--- src/rtl/dds_freq_meter.sv ---
// Frequency/peak meter for a signed DDS sample stream: counts valid samples over NCYC signal periods.
// Optional build macro DDS_METER_HYST_EN enables a hysteresis-based crossing detector.
module dds_freq_meter #(
    parameter int DW   = 12,
    parameter int CW   = 32,
    parameter int NCYC = 16,
    parameter int TMO  = 1048576
`ifdef DDS_METER_HYST_EN
    , parameter int HYST = 16
`endif
) (
    input  logic                 CLK,
    input  logic                 RST,
    input  logic                 START,
    input  logic signed [DW-1:0] DIN,
    input  logic                 DIN_VLD,
    output logic                 BUSY,
    output logic [CW-1:0]        PERIOD_SUM,
    output logic signed [DW-1:0] PK_MAX,
    output logic signed [DW-1:0] PK_MIN,
    output logic                 RES_VLD,
    output logic                 TMO_ERR
);

    localparam int TW = (TMO > 1) ? $clog2(TMO + 1) : 1;

    typedef enum logic [1:0] {S_IDLE, S_ARM, S_MEASURE, S_DONE} state_t;

    state_t                state_reg;
    logic [CW-1:0]         sample_cnt_reg;
    logic [7:0]            cross_cnt_reg;
    logic [TW-1:0]         tmo_cnt_reg;
    logic signed [DW-1:0]  max_trk_reg;
    logic signed [DW-1:0]  min_trk_reg;
    logic                  crossing;
    logic [CW-1:0]         sample_cnt_next;
    logic signed [DW-1:0]  max_next;
    logic signed [DW-1:0]  min_next;

`ifdef DDS_METER_HYST_EN
    localparam logic signed [DW-1:0] HYST_POS = DW'(HYST);
    localparam logic signed [DW-1:0] HYST_NEG = -HYST_POS;

    // Detector arms deep in the negative half and fires once on the first strong positive sample.
    logic armed_reg;

    assign crossing = DIN_VLD && armed_reg && (DIN >= HYST_POS);

    always_ff @(posedge CLK) begin
        if (RST) begin
            armed_reg <= 1'b0;
        end else if (DIN_VLD) begin
            if (DIN <= HYST_NEG)
                armed_reg <= 1'b1;
            else if (crossing)
                armed_reg <= 1'b0;
        end
    end
`else
    logic signed [DW-1:0] prev_reg;

    assign crossing = DIN_VLD && !DIN[DW-1] && prev_reg[DW-1];

    always_ff @(posedge CLK) begin
        if (RST)
            prev_reg <= '0;
        else if (DIN_VLD)
            prev_reg <= DIN;
    end
`endif

    assign sample_cnt_next = (&sample_cnt_reg) ? sample_cnt_reg : sample_cnt_reg + 1'b1;
    assign max_next        = (DIN > max_trk_reg) ? DIN : max_trk_reg;
    assign min_next        = (DIN < min_trk_reg) ? DIN : min_trk_reg;
    assign BUSY            = (state_reg == S_ARM) || (state_reg == S_MEASURE);

    always_ff @(posedge CLK) begin
        if (RST) begin
            state_reg      <= S_IDLE;
            sample_cnt_reg <= '0;
            cross_cnt_reg  <= '0;
            tmo_cnt_reg    <= '0;
            max_trk_reg    <= '0;
            min_trk_reg    <= '0;
            PERIOD_SUM     <= '0;
            PK_MAX         <= '0;
            PK_MIN         <= '0;
            RES_VLD        <= 1'b0;
            TMO_ERR        <= 1'b0;
        end else begin
            RES_VLD <= 1'b0;
            case (state_reg)
                S_IDLE: begin
                    if (START) begin
                        state_reg     <= S_ARM;
                        TMO_ERR       <= 1'b0;
                        cross_cnt_reg <= '0;
                        tmo_cnt_reg   <= '0;
                    end
                end
                S_ARM, S_MEASURE: begin
                    if (crossing && state_reg == S_ARM) begin
                        state_reg      <= S_MEASURE;
                        sample_cnt_reg <= '0;
                        cross_cnt_reg  <= '0;
                        tmo_cnt_reg    <= '0;
                        max_trk_reg    <= DIN;
                        min_trk_reg    <= DIN;
                    end else if (crossing && cross_cnt_reg == 8'(NCYC - 1)) begin
                        // Final crossing sample is folded straight into the published result.
                        state_reg  <= S_DONE;
                        PERIOD_SUM <= sample_cnt_next;
                        PK_MAX     <= max_next;
                        PK_MIN     <= min_next;
                        RES_VLD    <= 1'b1;
                    end else begin
                        if (state_reg == S_MEASURE && DIN_VLD) begin
                            sample_cnt_reg <= sample_cnt_next;
                            max_trk_reg    <= max_next;
                            min_trk_reg    <= min_next;
                            if (crossing)
                                cross_cnt_reg <= cross_cnt_reg + 8'd1;
                        end
                        if (crossing) begin
                            tmo_cnt_reg <= '0;
                        end else if (tmo_cnt_reg == TW'(TMO - 1)) begin
                            TMO_ERR   <= 1'b1;
                            state_reg <= S_IDLE;
                        end else begin
                            tmo_cnt_reg <= tmo_cnt_reg + 1'b1;
                        end
                    end
                end
                S_DONE: begin
                    state_reg <= S_IDLE;
                end
                default: begin
                    state_reg <= S_IDLE;
                end
            endcase
        end
    end

endmodule

--- config.mk ---
export PLATFORM = sky130hd
export DESIGN_NAME = dds_freq_meter
export DESIGN_NICKNAME = d
export VERILOG_FILES = /design/src/rtl/dds_freq_meter.sv
export SDC_FILE = /design/constraint.sdc
export NUM_CORES = 1
export LEC_CHECK = 0
export ABC_AREA = 0
export CORE_MARGIN = 8
export CORE_UTILIZATION = 30
export DETAILED_ROUTE_END_ITERATION = 8
export GPL_TIMING_DRIVEN = 1
export PLACE_DENSITY = 0.51
export SYNTH_ARGS = -nofsm -noshare
export SYNTH_HDL_FRONTEND = slang
export SYNTH_SLANG_ARGS = --single-unit
--- constraint.sdc ---
create_clock -name CLK -period 2.3 [get_ports CLK]
set_input_delay 0.23 -clock CLK [delete_from_list [all_inputs] [get_ports CLK]]
set_output_delay 0.23 -clock CLK [all_outputs]
set_load 0.02 [all_outputs]
==> After elaboration in Yosys (flattened, before gate mapping) <==
Cells that the tools add are included.
{ "word_totals": {"wordCells": 92, "output_inout_bits": 59, "ff_bits": 157, "inputBits": 16} }
{ "op_classes": {"reduce_logical": 19, "bitwise_logic": 2, "n_lt_le_gt_ge": 2, "add_sub_neg": 3, "eq_ne": 17, "muxes": 37} }
{ "ops": {"columns": ["op", "count"], "rows": [
  ["$mux 32", 4],
  ["$mux 21", 5],
  ["$mux 12", 8],
  ["$pmux 21 s2", 1],
  ["$mux 8", 5],
  ["$add 32x1->32 const B", 1],
  ["$reduce_and 32->1", 1],
  ["$add 21x1->21 const B", 1],
  ["$eq 21x20->1 const B", 1],
  ["$pmux 8 s2", 1],
  ["$gt 12x12->1", 1],
  ["$lt 12x12->1", 1],
  ["$ne 2x2->1 const B", 6],
  ["$ne 4x4->1 const B", 3],
  ["$mux 2", 5],
  ["$ne 3x3->1 const B", 3],
  ["$reduce_and 3->1", 3],
  ["$add 8x1->8 const B", 1],
  ["$eq 8x4->1 const B", 1],
  ["$mux 1", 6],
  ["$pmux 2 s3", 1],
  ["$reduce_and 6->1", 1],
  ["$logic_and 1x1->1", 5],
  ["$reduce_and 5->1", 1],
  ["11 further kinds", 14]
]} }

==> Longest topological paths before layout <==
{ "logic_depth": {"depth_word": 8, "mapped_depth": 10, "ltp_nobuf": 8} }

==> Least setup slack after synthesis <==
Ideal clock, no wire load.
{ "synth_timing": {"path_kind": "flip-flop to flip-flop", "start": "register state_reg[0]", "end": "register tmo_cnt_reg[7]", "t_required_ns": 2.230, "period_less_slack_ns": 2.432, "n_path_buf": 1, "arrival_ns": 2.362, "slack_ns": -0.132, "stages_incl_launch_ff": 9, "setup_ns": 0.070, "path_cell_list": "dfxtp_1 -> inv_1 -> ha_1 -> clkbuf_1 -> mux2i_1 -> a211oi_2 -> nand2_1 -> or4b_1 -> a21oi_1"} }
{ "synth_via": {"elab_chain_cells": 4, "elab_cells_between_ends": 12, "classes_between": "eq/ne (5); mux (2); reduce/logical (5)"} }
{ "synth_rtl": {"columns": ["element", "line_no", "text"], "rows": [
  ["start: declaration", "29", "state_t state_reg;"],
  ["start signal: assignment", "79", "state_reg <= S_IDLE;"],
  ["start signal: assignment", "95", "state_reg <= S_ARM;"],
  ["start signal: assignment", "103", "state_reg <= S_MEASURE;"],
  ["$eq 2x1->1 or $eq 2x2->1 (tied branches)", "92, 102", null],
  ["$reduce_or 2->1 or $logic_and 1x1->1 (tied branches)", "92, 102", null],
  ["$ne 4x4->1 (no source line) (tied with other cells)", null, null],
  ["$reduce_and 4->1 (no source line) or $pmux 21 s2 (tied branches)", null, null],
  ["end signal: assignment", "130", "tmo_cnt_reg <= tmo_cnt_reg + 1'b1;"],
  ["end: declaration", "32", "logic [TW-1:0] tmo_cnt_reg;"]
]} }
Several ways; a longest one is shown, not always the timed one.
A chain may end at the register's enable or synchronous reset.

==> Final worst setup path <==
{ "layout_timing": {"start": "register state_reg[0]", "end": "register tmo_cnt_reg[3]"} }
The elaborated chain is that of the path after synthesis.

==> implementation parameters <==
Parameter                              Value

STA
  Transition time of the tightest slew-check pin    between 0.5 and 0.6 ns
  RSZ-0062 raised after global routing    true
  Share of the clock period used by the worst path    96.3%
  Time the final worst path needs with I/O delays and setup    ~2.2 ns
  Worst hold slack after final layout    between 0.2 and 0.25 ns
  Number of endpoints with negative hold slack in the final report    0
  Timing-limited maximum frequency    about 450 MHz
  Worst clock skew on the final layout    0.0162 ns
  Slew HR    about 64%
  Final Max Tran Viols    0
  Setup violators final    0

Synth
  Compound-Gate Fraction of Synth Area    about a quarter
  Library cell with the largest summed area after synthesis    dfxtp_1
  Number of warnings issued by yosys    0
  Post-synth design cell area    approximately 0.008 sq mm
  Count of flip-flops with a built-in enable after synthesis    0
  Synth Area in XOR/XNOR    under 10%
  Proportion of synthesized area in mux cells    0.527%
  Net count after synthesis    just over 1,000
  Top cells by area in the synthesized netlist    dfxtp_1, nor2_1, a21oi_1
  Sequential cell area fraction in the yosys report    a little under two fifths
  Count of cell types in the netlist    between 60 and 70
  Number of register bits inferred by synthesis    between 100 and 150
  Mean post-synth cell area    8.11 sq um
  FFs w/ async S/R, synth    0%
  Adder and majority cell fraction of the synthesized area    about 4.6%
  Combinational family with the most area after synthesis    compound AO/OA/AOI/OAI gates
  Area fraction in and, or, nand and nor cells after synthesis    a little under a quarter
  Area share of the leading cell type in the synthesized netlist    37.3%
  Gate count of the mapped netlist    ~970
  Main flop type after synthesis    dfxtp_1

Layout
  Share of post-route cells with drive strength above 1    a little under a fifth
  Number of antenna diodes    0
  Total number of nets in the final design    roughly 1,200
  Most frequent standard cell in the layout excluding fill and tap cells    dfxtp_1
  Finished layout cell area    ~0.011 sq mm
  Commonest cells after routing, fill and taps aside    dfxtp_1, buf_4, nor2_1
  Layout overhead on the synthesized area    36.0%

Detailed routing
  DRT iter0 DRCs    roughly 480
  Via Count    about 7,700
  Detailed-route wire length    between 20 and 25 mm
  Average wire per standard cell    approximately 16 um
  Drt pass-1 iters    5
  Vias/cell    about 5.2
  Count of unresolved DRC violations after routing    0
  Antenna-violating nets left    0

Clock tree
  H-tree level count    4
  Clock buffers created by TritonCTS    17
  Maximum buffer depth of the clock tree    2
  Worst skew pair latency    approximately 0.43 ns
  TritonCTS clock tree    yes
  Clock sink total    146
  Clock transition at the registers of the reported paths    approximately 0.07 ns
  Clock root cell    clkbuf_16

Place
  Gpl congestion    about 0.80
  PortBufs    between 70 and 80
  HPWL Detailed    16.6 mm
  Placed Instance Area    between 0.009 and 0.01 sq mm

Power
  Power density over the cells    ~550 mW/mm^2
  Sequential cell fraction of total power    a little over two fifths
  Cell internal pwr    0.00423 W
  Switching power as a share of total power    27.5%
  Part of the total power dissipated in the clock network    46.6%
  Logic pwr share    roughly 9.8%
  Leakage power    3.64 nW
  Worst supply voltage drop on vdd    between 400 and 500 uV
  Sum of internal, switching and leakage power    between 0.005 and 0.006 W
  Switching power    0.00161 W

Setup path
  Maximum cell stage delay along the critical path    approximately 0.35 ns
  Critical register-to-register path startpoint    state_reg[0]
  Critical Path Most Common Cell    buf_4
  Chain of cells forming the critical path    inv_1 -> ha_4 -> nand4b_1 -> nor4_4 -> buf_4 -> buf_4 -> a211o_1 -> buf_12 -> or3_1 -> a21oi_1
  Max Fanout on Critical Path    13
  Setup crit end kind    register
  Worst path buffer plus inverter count    4
  Standard cell with the maximum stage delay on the critical path    or3_1
  Critical path class    reg2reg
  Startpoint type of the worst setup path    register
  Family with the most delay on the worst path    simple AND/OR/NAND/NOR gates
  Required time at the worst-slack endpoint    between 2 and 3 ns
  Crit path launch    state_reg[0]
  Data arrival time of the critical path    2.57 ns

GRT
  Wire length of the first global-routing pass    ~39 mm
  Vias in the first global route    7,355
  Antenna violations before repair    0
  Maximum number of pins on one net before global-route repair    99
  Gr usage total    14.9%
  Residual overflow from global routing    0

Floorplanning
  IO Pins    between 70 and 80
  Die height    about 180 um
  Area enclosed by the die boundary    around 0.032 sq mm
  Initial Utilization    between 30% and 40%
  Die X    178 um
  Placeable core region    ~0.026 sq mm
  Std cell rows    59

Hold path
  Min-delay src    DIN[7]
  Class of the worst hold path    in2reg

Flow run
  Number of max-cap violations    0

Status
  Outcome    finished, final reports clean
==> synthesized netlist by cell type (all sizes together), types with 11 or more instances <==
cell type	count
a2111oi	11
a211oi	31
dfxtp	146
o31ai	15
nand4	29
ha	29
nand2	52
a21oi	75
inv	38
buf	28
clkbuf	41
nor4	11
nor2	114
o21ai	64
nor3	29
a311oi	16
a31oi	27
nand3	41
or3	20
xnor2	27
xor2	18
==> metrics by stage <==
stage / setup WS (ns) / cells / setup TNS [ns] / util, %
6_report: 0.0853 / 1477 / 0 / 41.2
5_1_grt: -0.0366 / 1477 / -0.242 / 41.2
4_1_cts: 0.0333 / 1468 / 0 / 40.1
3_5_place_dp: -0.324 / 1434 / -13.43 / 37.8
3_3_place_gp: -0.290 / 1434 / -11.51 / 37.8
2_1_floorplan: 0.0158 / 965 / 0 / -
==> timing repair <==
item	in CTS	in global routing
setup buffers	2	6
hold buffers	0	0
pin swaps	2	12
cloned	0	3
resized for setup	5	48
setup endpoints to repair	17	69
==> worst min-delay path: stages <==
cell,delay [ns]
dlymetal6s2s_1,0.21
o21ai_0,0.11
a21oi_1,0.07
==> cell type report <==
cell class | instances | area [sq um]
Fill cell | 2604 | 15200
Multi-Input combinational cell | 711 | 4670
Sequential cell | 146 | 2920
Timing Repair Buffer | 214 | 1930
Clock buffer | 17 | 425
Tap cell | 335 | 419
Inverter | 39 | 146
Clock inverter | 15 | 138
==> path summary, 6_finish.rpt <==
check | to | depth (start not counted) | slack (ns)
setup / recovery | tmo_cnt_reg[3] | 10 | 0.09
setup reg to reg | tmo_cnt_reg[3] | 10 | 0.09
hold / removal | min_trk_reg[7] | 3 | 0.24
hold reg to reg | tmo_cnt_reg[20] | 2 | 0.45
==> per-layer routing <==
layer | global-route usage (%) | vias up | share of wire (%)
met1 | 21.0 | 3656 | 51
met4 | 4.38 | 0 | 1.1
li1 | - | 3886 | -
met2 | 22.8 | 142 | 44
met3 | 2.87 | 19 | 4.3
met5 | 0 | - | 0
==> kinds of logic (layout without fill, tap and decap cells) <==
| group | count (synthesis) | after routing |
|---|---|---|
| fa+ha+maj | 29 | 29 |
| buf+inv | 108 | 285 |
| compound gates | 282 | 282 |
| simple gates | 351 | 351 |
| mux | 4 | 4 |
| xor+xnor | 45 | 45 |
| flops | 146 | 146 |
==> power by group through the flow <==
| stage | clock, W | sequential (W) | combinational, W |
|---|---|---|---|
| floorplan | 0 | 0.00260 | 0.000265 |
| global placement | 0 | 0.00260 | 0.000534 |
| detailed placement | 0 | 0.00260 | 0.000537 |
| CTS | 0.00280 | 0.00254 | 0.000548 |
| global route | 0.00291 | 0.00254 | 0.000630 |
| finish | 0.00272 | 0.00254 | 0.000573 |
No activity file was read; power rests on OpenSTA's default activity.
